$ cat src/rtl/sad_coord_index_gen.sv
// sad_coord_index_gen: raster-walks a candidate region (x outer, y inner) and emits
// flat SAD indices (x << ROW_SHIFT) + y over a valid/ready handshake.
module sad_coord_index_gen #(
    parameter int IDX_W     = 32,
    parameter int ROW_SHIFT = 6,
    parameter int DIM_W     = 7
) (
    input  logic             clk,
    input  logic             rst_n,
    input  logic             start,
    input  logic [IDX_W-1:0] x_base,
    input  logic [IDX_W-1:0] y_base,
    input  logic [DIM_W-1:0] x_count,
    input  logic [DIM_W-1:0] y_count,
    output logic             out_valid,
    input  logic             out_ready,
    output logic [IDX_W-1:0] index,
    output logic [IDX_W-1:0] x,
    output logic [IDX_W-1:0] y,
    output logic             last,
    output logic             busy,
    output logic             done
);
    typedef enum logic [1:0] {IDLE, RUN, DONE} state_t;
    state_t state;
    logic [IDX_W-1:0] y_b, nx, ny;
    logic [DIM_W-1:0] xc, yc, xo, yo, nxo, nyo;
    logic wrap;
    always_comb begin
        wrap = yo == yc - 1'b1;
        nyo  = wrap ? '0 : yo + 1'b1;
        nxo  = wrap ? xo + 1'b1 : xo;
        ny   = wrap ? y_b : y + 1'b1;
        nx   = wrap ? x + 1'b1 : x;
    end
    always_ff @(posedge clk or negedge rst_n) begin
        if (!rst_n) begin
            state     <= IDLE;
            out_valid <= 1'b0;
            last      <= 1'b0;
            busy      <= 1'b0;
            done      <= 1'b0;
            index     <= '0;
            x         <= '0;
            y         <= '0;
            y_b       <= '0;
            xc        <= '0;
            yc        <= '0;
            xo        <= '0;
            yo        <= '0;
        end else begin
            case (state)
                IDLE: if (start) begin
                    y_b  <= y_base;
                    xc   <= x_count;
                    yc   <= y_count;
                    xo   <= '0;
                    yo   <= '0;
                    busy <= 1'b1;
                    if (x_count == '0 || y_count == '0) begin
                        state <= DONE;
                        done  <= 1'b1;
                    end else begin
                        state     <= RUN;
                        out_valid <= 1'b1;
                        x         <= x_base;
                        y         <= y_base;
                        index     <= (x_base << ROW_SHIFT) + y_base;
                        last      <= x_count == DIM_W'(1) && y_count == DIM_W'(1);
                    end
                end
                RUN: if (out_ready) begin
                    if (last) begin
                        state     <= DONE;
                        out_valid <= 1'b0;
                        last      <= 1'b0;
                        done      <= 1'b1;
                    end else begin
                        xo    <= nxo;
                        yo    <= nyo;
                        x     <= nx;
                        y     <= ny;
                        index <= (nx << ROW_SHIFT) + ny;
                        last  <= nyo == yc - 1'b1 && nxo == xc - 1'b1;
                    end
                end
                default: begin
                    state <= IDLE;
                    done  <= 1'b0;
                    busy  <= 1'b0;
                end
            endcase
        end
    end
endmodule

$ cat config.mk
export PLATFORM = sky130hd
export DESIGN_NAME = sad_coord_index_gen
export DESIGN_NICKNAME = d
export VERILOG_FILES = /design/src/rtl/sad_coord_index_gen.sv
export SDC_FILE = /design/constraint.sdc
export NUM_CORES = 1
export LEC_CHECK = 0
export ABC_CLOCK_PERIOD_IN_PS = 7100
export CAP_MARGIN = 20
export CORE_MARGIN = 2
export CORE_UTILIZATION = 40
export CTS_CLUSTER_SIZE = 20
export DETAILED_ROUTE_END_ITERATION = 16
export GPL_ROUTABILITY_DRIVEN = 1
export GPL_TIMING_DRIVEN = 1
export HOLD_SLACK_MARGIN = 0.03
export SLEW_MARGIN = 40
export SYNTH_ARGS = -nofsm -noshare
export SYNTH_HDL_FRONTEND = slang
export SYNTH_SLANG_ARGS = --single-unit
export TNS_END_PERCENT = 1
$ cat constraint.sdc
create_clock -name clk -period 7.1 [get_ports clk]
set_input_delay 1.42 -clock clk [delete_from_list [all_inputs] [get_ports clk]]
set_output_delay 1.42 -clock clk [all_outputs]
set_load 0.05 [all_outputs]
Yosys cells after proc, flatten, opt, wreduce, memory -nomap -nowiden
Cells that the tools add are included.
- flip-flop bits (word level): 162
- bits in latches: 0
- RAM bits: 0
- ROM bits: 0
- bits of input ports: 82
- output and inout bits: 100
- word-level logic and storage cells: 100
- memories kept: 0
- add/sub/neg operators: 8
- $mul: 0
- div/mod/pow operators: 0
- order comparisons: 0
- eq/ne operators: 13
- shift operators: 0
- multiplexer cells: 48
- bitwise gates (word level): 1
- reduce and logical (&&, ||, !) cells: 16
- operator list (operator ; number):
    32-bit 2-to-1 mux ; 14
    32-bit one-hot mux with 2 select lines ; 3
    32-bit by 1-bit adder with 32-bit output, second input constant ; 2
    32-bit adder ; 2
    7-bit 2-to-1 mux ; 7
    7-bit one-hot mux with 2 select lines ; 2
    7-bit equality test ; 3
    7-bit by 1-bit adder with 7-bit output, second input constant ; 2
    7-bit by 1-bit equality test with 1-bit output, second input constant ; 2
    7-bit zero test ; 2
    2-bit inequality test, second input constant ; 7
    7-bit by 1-bit subtractor with 7-bit output, second input constant ; 2
    1-bit 2-to-1 mux ; 13
    4-bit AND reduction ; 3
    5-bit AND reduction ; 2
    2-bit 2-to-1 mux ; 4
    1-bit one-hot mux with 2 select lines ; 4
    6-bit AND reduction ; 1
    2-bit one-hot mux with 2 select lines ; 1
    2-bit AND reduction ; 2
    3-bit AND reduction ; 1
    2-bit by 1-bit equality test with 1-bit output, second input constant ; 1
    1-bit logical AND ; 2
    2-bit zero test ; 1
    other kinds (3) ; 3

Longest topological paths before layout
Gate-level depths: netlist of run 1.
- word-level depth: 8
- depth in mapped cells: 27
- gate-level depth less buffers: 23

Worst setup path after synthesis of run 1
No wires, ideal clock.
- kind: reg-to-reg
- start: register yc[0]
- end: register index[29]
- setup time: 0.078 ns
- arrival: 5.590 ns
- data required time: 7.022 ns
- slack: 1.433 ns
- stages on the path, launching flop included: 26
- path buffers: 4
- clock period less this slack: 5.667 ns
- cell sequence: dfrtp_1 inv_1 ha_1 nor3b_1 xor3_1 nor3_2 and3_1 buf_6 buf_6 clkbuf_1 clkbuf_1 mux2i_1 inv_1 ha_1 a21o_1 a21oi_1 inv_1 and3_1 and3_1 a2111oi_0 a21boi_1 o21ai_1 o311ai_4 nand4_1 mux2_1 a21oi_1
- longest elaborated chain between the ends: 7
- elaborated cells between the ends (all ways): 8
- classes of those cells: add/sub: 2; eq/ne: 1; mux: 5
- RTL lines (item ; line ; text):
    start: declaration ; 27 ; logic [DIM_W-1:0] xc, yc, xo, yo, nxo, nyo;
    start signal: assignment ; 56 ; yc <= y_count;
    7-bit by 1-bit subtractor with 7-bit output (*) ; 30 ; wrap = yo == yc - 1'b1;
    7-bit equality test (*) ; 30 ;
    32-bit 2-to-1 mux (on tied branches) ; 34, 33 ;
    32-bit adder (*) ; 83 ; index <= (nx << ROW_SHIFT) + ny;
    32-bit 2-to-1 mux (*) ; 73 ; if (last) begin
    32-bit 2-to-1 mux (*) ; 72 ; RUN: if (out_ready) begin
    32-bit one-hot mux with 2 select lines (*) ; 52 ; case (state)
    end signal: assignment ; 68 ; index <= (x_base << ROW_SHIFT) + y_base;
    end signal: assignment ; 83 ;
    end: declaration ; 17 ; output logic [IDX_W-1:0] index,
Mark *: on every way between the ends. The rest lies on a longest branch, timed or not. The select of a mux whose other input is x is not followed.
A chain may end at the register's enable or synchronous reset.

Worst setup path after layout of run 1
Same ends and word-level chain as after synthesis.

==> results_dict.tcl, run 1 <==
set metrics [dict create \
    status "complete, no violations" \
    vias 10850 \
    ys_seq_area_share_pct 33.47 \
    yosysWarnings 0 \
    drt_wl_total_mm 38.02 \
    dpl.hpwl_mm 28.06 \
    drive_gt1_share_pct 7.027 \
    ir_drop_mv 0.2735 \
    cp-end-kind "flop" \
    clockRootBuffer "clkbuf_16" \
    slew_viol_final 0 \
    routed-wl-met2_mm 17.66 \
    synth_seq_cells 156 \
    max_cap_violations 0 \
    synth-simple-area-share_pct 19.19 \
    highest_layer "met4" \
    vias_per_cell 5.649 \
    first_pass_iters 5 \
    synth_nets 1523 \
    antenna_found_initial 0 \
    syn_inst 1384 \
    die_w_microns 174.8 \
    post_dp_cell_area_sq_mm 0.01378 \
    cts_max_path_buffers 2 \
    layout_min_cycle_time_ns 5.764 \
    switching_share_pct 49.11 \
    final_cell_mix "nand2_1, clkdlybuf4s50_1, dfrtp_1, o21ai_0, nor2_1" \
    skew_ns 0.01769 \
    setup_viol 0 \
    ctsResizeCount 0 \
    final_common_cell "nand2_1" \
    clkTransAtPathRegs_ns 0.07 \
    p_sw_w 0.002885 \
    cts_num_sinks 156 \
    startpoint_type "flop" \
    die_h_microns 174.8 \
    row_count 62 \
    cts_buffers 17 \
    combPwrFrac_pct 56.7 \
    synth_cell_types 72 \
    cp.required_ns 7.46 \
    p_per_area_mw_per_mm2 409.1 \
    die-area_sq_mm 0.03054 \
    slew_headroom_pct 44.84 \
    io_pins 182 \
    track_usage_pct 25.00 \
    final_core_util_pct 50.03 \
    fin_nets 1663 \
    crit_chain "inv_1 -> ha_1 -> nor3b_1 -> xor3_1 -> nor3_2 -> and3_2 -> mux2i_1 -> inv_1 -> ha_1 -> a21o_1 -> a21oi_1 -> inv_1 -> and3_1 -> and3_1 -> a2111oi_0 -> a21boi_1 -> o21ai_1 -> o311ai_4 -> nand4_1 -> mux2_1 -> a21oi_1" \
    synth_top_family_by_area "simple AND/OR/NAND/NOR gates" \
    initial_utilization_pct 40.63 \
    crit_type "flop to flop" \
    max_freq_mhz 173.5 \
    crit_path_max_fanout 16 \
    grt_max_degree 89 \
    path_delay_family "compound AO/OA/AOI/OAI gates" \
    cpMostUsedCell "inv_1" \
    insertion_delay_ns 0.44 \
    p_total_w 0.005875 \
    final_cell_area_sq_mm 0.01436 \
    p_int_w 0.002990 \
    antenna_left 0 \
    cts_setup_buffers 0 \
    ctsHoldBuffers 0 \
    worstHoldPathType "flop to flop" \
    syn_area_sq_mm 0.01166 \
    port_buffers 181 \
    gp_congestion 0.9117 \
    cts_tree "yes" \
    instances_no_fill 1921 \
    dp_cells 1889 \
    overflow 0 \
    synth_fa_ha_area_share_pct 6.330 \
    pwr-share-seq_pct 27.2 \
    slowest_delay_ns 0.59 \
    syn_avg_cell_area_sq_um 8.427 \
    syn_to_final_growth_pct 23.13 \
    rsz0062_at_grt "no" \
    drt-initial-drc-count 982 \
    tns_ns 0 \
    total_leakage_power_nw 6.215 \
    path_buf_inv 3 \
    yosys_most_used_dff "dfrtp_1" \
    core_sq_mm 0.02870 \
    grt_pass1_wl_mm 60.04 \
    synth_compound_area_share_pct 18.85 \
    antenna_cells 0 \
    period_share_pct 81.18 \
    muxShareOfSynthArea_pct 7.252 \
    wl_met1_mm 17.10 \
    critPathArrivalTime_ns 6.12 \
    wire_per_inst_microns 19.79 \
    met3WireLength_mm 2.479 \
    async_reset_ff_share_pct 100.0 \
    grt_pass1_vias 10420 \
    power_frac_clock_pct 16.1 \
    synth_edf_count 0 \
    worst_pin_slew_ns 0.8274 \
    drc 0 \
    slowest_stage "a2111oi_0" \
    htreeDepth 4 \
    synth-xor-area-share_pct 11.18 \
    finalHoldViolCount 0 \
]
-- synth_stat cells, drive strengths merged (4+ instances only) --
master    n  share of area (%)
a211oi   10               0.64
a21boi    4               0.26
a21o     32                2.1
a21oi    88                3.8
a22oi     9               0.58
a31oi    24                1.3
and2      6               0.32
and3     27                1.4
buf      24                1.1
clkbuf   49                1.6
dfrtp   156                 33
ha       55                5.9
inv      32                1.0
mux2     44                4.2
mux2i    35                3.0
nand2   194                6.2
nand2b   10               0.54
nand3    47                2.1
nand4    22                1.2
nor2    103                3.4
nor2b     9               0.48
nor3     30                1.4
nor4     13               0.83
o211ai    6               0.39
o21ai   148                6.4
o21bai    6               0.39
o22ai    10               0.54
o31ai     4               0.26
or3       8               0.47
xnor2    80                6.1
xnor3     4               0.77
xor2     55                4.1
-- sequential cells by signal, summed over array words and instances (netlist names) --
signal / flops
x: 32
xo: 7
index: 32
y_b: 32
y: 26
state: 2
last: 1
done: 1
out_valid: 1
busy: 1
yc: 7
xc: 7
yo: 7
-- worst register-to-register path: cells and delay by family (launching register included) --
| kind | cells | cell delay (ns) |
|---|---|---|
| AOI/OAI and AO/OA | 7 | 1.95 |
| and+or+nand+nor | 6 | 1.46 |
| muxes | 2 | 0.71 |
| adders and majority gates | 2 | 0.53 |
| DFF | 1 | 0.43 |
| buffers and inverters | 3 | 0.31 |
| xor gates and xnor gates | 1 | 0.31 |
-- worst paths after layout --
kind,startpoint,to,slack [ns],cells after the start
setup / recovery,yc[0],index[29],1.34,21
hold / removal,index[14],index[14],0.48,2
setup reg to reg,yc[0],index[29],1.34,21
hold reg to reg,index[14],index[14],0.48,2
max in group asynchronous,rst_n,index[27],5.00,2
min in group asynchronous,rst_n,index[8],1.00,1
-- area by class of cell --
type | instances | area [sq um]
inverters | 32 | 120.1
flip-flops and latches | 156 | 3904
fillers | 2767 | 14340
well taps | 384 | 480.5
repair buffers | 194 | 1926
clock inverters | 12 | 138.9
multi-input cells | 1123 | 7355
clock buffers | 20 | 436.7
-- routing by layer --
layer | vias up | track usage (%)
met2 | 388 | 40.02
met4 | 0 | 6.042
met5 | - | 0
li1 | 5190 | -
met1 | 5229 | 34.88
met3 | 45 | 4.787
-- through the flow --
step | hold slack, ns | setup slack [ns]
after floorplan | 0.4713 | 1.433
after global placement | 0.4593 | 1.459
after detailed placement | 0.4687 | 1.374
after CTS | 0.4854 | 1.352
after global routing | 0.5051 | 0.7498
final | 0.4799 | 1.336
-- power groups by stage --
stage          Combinational [W]  Clock [W]  Sequential (W)
2_1_floorplan            0.00166          0         0.00222
4_1_cts                  0.00333   0.000960         0.00160
5_1_grt                  0.00362   0.000990         0.00165
6_report                 0.00333   0.000944         0.00160
3_3_place_gp             0.00330          0         0.00160
3_5_place_dp             0.00332          0         0.00161
-- logic make-up after synthesis --
logic type	after synthesis
AO/OA/AOI/OAI	366
XOR/XNOR	140
adder cells (fa/ha/maj)	58
buffers and inverters	105
flip-flops	156
multiplexers	79
AND/OR/NAND/NOR	480
(Power assumes the default switching activity.)
==> run 2, diff against run 1 <==
--- a/config.mk
+++ b/config.mk
@@ -5,7 +5,7 @@
 export SDC_FILE = /design/constraint.sdc
 export NUM_CORES = 1
 export LEC_CHECK = 0
-export ABC_CLOCK_PERIOD_IN_PS = 7100
+export ABC_CLOCK_PERIOD_IN_PS = 5500
 export CAP_MARGIN = 20
 export CORE_MARGIN = 2
 export CORE_UTILIZATION = 40
==> constraint.sdc (replaced) <==
create_clock -name clk -period 5.5 [get_ports clk]
set_input_delay 1.1 -clock clk [delete_from_list [all_inputs] [get_ports clk]]
set_output_delay 1.1 -clock clk [all_outputs]
set_load 0.05 [all_outputs]
==> results_dict.tcl, run 2 (same netlist as run 1, synthesis figures left out) <==
set metrics [dict create \
    hold_depth 2 \
    crit_chain "inv_1 -> ha_1 -> xnor3_1 -> nand3_1 -> nor3_2 -> nand3_2 -> or3_1 -> nor2_1 -> nand2_1 -> xnor2_1 -> ha_1 -> a21o_1 -> a21o_1 -> a21oi_1 -> nor2b_1 -> o21a_1 -> o21ai_0 -> nand2b_1 -> a31o_2 -> a211oi_1 -> nor2_1 -> a31oi_1 -> nor2_1" \
    cpMostUsedCell "nor2_1" \
    path_delay_family "simple AND/OR/NAND/NOR gates" \
    cts_tree "yes" \
    dp_cells 1901 \
    biggestRegsByFlops "index x32, x x32, y_b x32" \
    syn_to_final_growth_pct 24.42 \
    rsz0062_at_grt "no" \
    routed-wl-met2_mm 17.77 \
    drt_wl_total_mm 38.27 \
    ff_latch_area_sq_mm 0.003904 \
    cts_max_path_buffers 2 \
    fin_nets 1675 \
    highest_layer "met4" \
    p_per_area_mw_per_mm2 528.6 \
    port_buffers 181 \
    grt_pass1_vias 10480 \
    instances_no_fill 1933 \
    gp_congestion 0.9195 \
    multi_input_area_sq_mm 0.007372 \
    cts_setup_buffers 0 \
    total_leakage_power_nw 6.304 \
    grt_pass1_wl_mm 59.95 \
    die_w_microns 174.8 \
    cts_num_sinks 156 \
    first_pass_iters 5 \
    drive_gt1_share_pct 8.134 \
    finalHoldViolCount 0 \
    die_h_microns 174.8 \
    final_common_cell "nand2_1" \
    final_cell_mix "nand2_1, clkdlybuf4s50_1, dfrtp_1, o21ai_0, nor2_1" \
    slew_headroom_pct 48.15 \
    max_freq_mhz 194.5 \
    reg2reg_depth 23 \
    cp-end-kind "flop" \
    worst_pin_slew_ns 0.7778 \
    status "complete, no violations" \
    final_cell_area_sq_mm 0.01451 \
    htreeDepth 4 \
    core_sq_mm 0.02870 \
    cts_buffers 17 \
    die-area_sq_mm 0.03054 \
    io_pins 182 \
    crit_path_max_fanout 6 \
    worstHoldPathType "flop to flop" \
    skew_ns 0.01393 \
    max_cap_violations 0 \
    track_usage_pct 25.04 \
    antenna_found_initial 0 \
    drc 0 \
    dpl.hpwl_mm 28.01 \
    grt_max_degree 133 \
    setup_viol 0 \
    vias 10830 \
    tns_ns 0 \
    wl_met1_mm 17.54 \
    antenna_left 0 \
    critPathArrivalTime_ns 5.46 \
    startpoint_type "flop" \
    fillers 2772 \
    post_dp_cell_area_sq_mm 0.01389 \
    crit_type "flop to flop" \
    ir_drop_mv 0.3009 \
    initial_utilization_pct 40.63 \
    slowest_stage "or3_1" \
    insertion_delay_ns 0.43 \
    dp_slack_ns 0.1900 \
    overflow 0 \
    slew_viol_final 0 \
    hold_slack_ns 0.4815 \
    setup_ws_ns 0.3589 \
    clockRootBuffer "clkbuf_16" \
    period_share_pct 93.47 \
    met3WireLength_mm 2.239 \
    drt-initial-drc-count 1013 \
    cp.required_ns 5.82 \
    path_buf_inv 1 \
    cp.depth 23 \
    antenna_cells 0 \
    wire_per_inst_microns 19.80 \
    row_count 62 \
    vias_per_cell 5.604 \
    slowest_delay_ns 0.54 \
    clkTransAtPathRegs_ns 0.07 \
    layout_min_cycle_time_ns 5.141 \
]
-- run 2: cell types whose count changed in the layout (fill, tap and decap cells not counted), moves of 2 or more --
cell	previous run	this run
buf_12	0	2
buf_4	11	23
buf_8	2	0
clkbuf_1	3	1
clkbuf_8	0	4
clkinv_4	2	4
clkinvlp_4	4	2
inv_6	3	1
-- run 2: cell type report --
| cell class | instances | share of cell area (%) |
|---|---|---|
| multi-input combinational | 1123 | 50.81 |
| clock buffer | 21 | 3.242 |
| inverter | 32 | 0.8278 |
| sequential | 156 | 26.90 |
| clock inverter | 11 | 0.9313 |
| timing repair buffer | 206 | 13.98 |
| tap | 384 | 3.311 |
-- run 2: worst register-to-register path, cell delays in order, from the launching register on --
cell	delay, ns
dfrtp_1	0.43
inv_1	0.11
ha_1	0.25
xnor3_1	0.37
nand3_1	0.11
nor3_2	0.27
nand3_2	0.21
or3_1	0.55
nor2_1	0.30
nand2_1	0.16
xnor2_1	0.16
ha_1	0.32
a21o_1	0.20
a21o_1	0.19
a21oi_1	0.15
nor2b_1	0.08
o21a_1	0.16
o21ai_0	0.14
nand2b_1	0.10
a31o_2	0.22
a211oi_1	0.26
nor2_1	0.08
a31oi_1	0.16
nor2_1	0.07
-- run 2: timing repair --
action	in CTS	in global routing
gates resized for setup	0	3
hold endpoints to repair	0	0
setup endpoints to repair	0	11
hold buffers	0	0
-- run 2: metrics by stage --
| stage | total power [W] | util [%] |
|---|---|---|
| 6_report | 0.007670 | 50.55 |
| 3_5_place_dp | 0.006390 | 48.39 |
| 3_3_place_gp | 0.006367 | 48.38 |
| 2_1_floorplan | 0.005015 | - |
| 4_1_cts | 0.007671 | 50.50 |
| 5_1_grt | 0.008135 | 50.55 |
-- run 2: power breakdown --
| part | internal, W | switching, W | total [W] | leakage (nW) |
|---|---|---|---|---|
| logic | 0.00169 | 0.00266 | 0.00435 | 4.10 |
| registers | 0.00153 | 0.000547 | 0.00208 | 1.91 |
| clock network | 0.000713 | 0.000531 | 0.00124 | 0.292 |
| total | 0.00393 | 0.00374 | 0.00767 | 6.30 |
-- run 2: per-layer routing --
layer,up-vias,global-route usage (%)
met5,-,0
met4,0,6.736
met3,40,4.047
met2,375,40.40
met1,5186,34.88
li1,5231,-
-- run 2: final timing paths --
kind / from / endpoint / slack, ns
max in group asynchronous: rst_n / x[15] / 3.94
setup reg to reg: yc[0] / index[28] / 0.36
setup / recovery: yc[0] / index[28] / 0.36
min in group asynchronous: rst_n / index[7] / 0.68
hold / removal: index[7] / index[7] / 0.48
hold reg to reg: index[7] / index[7] / 0.48
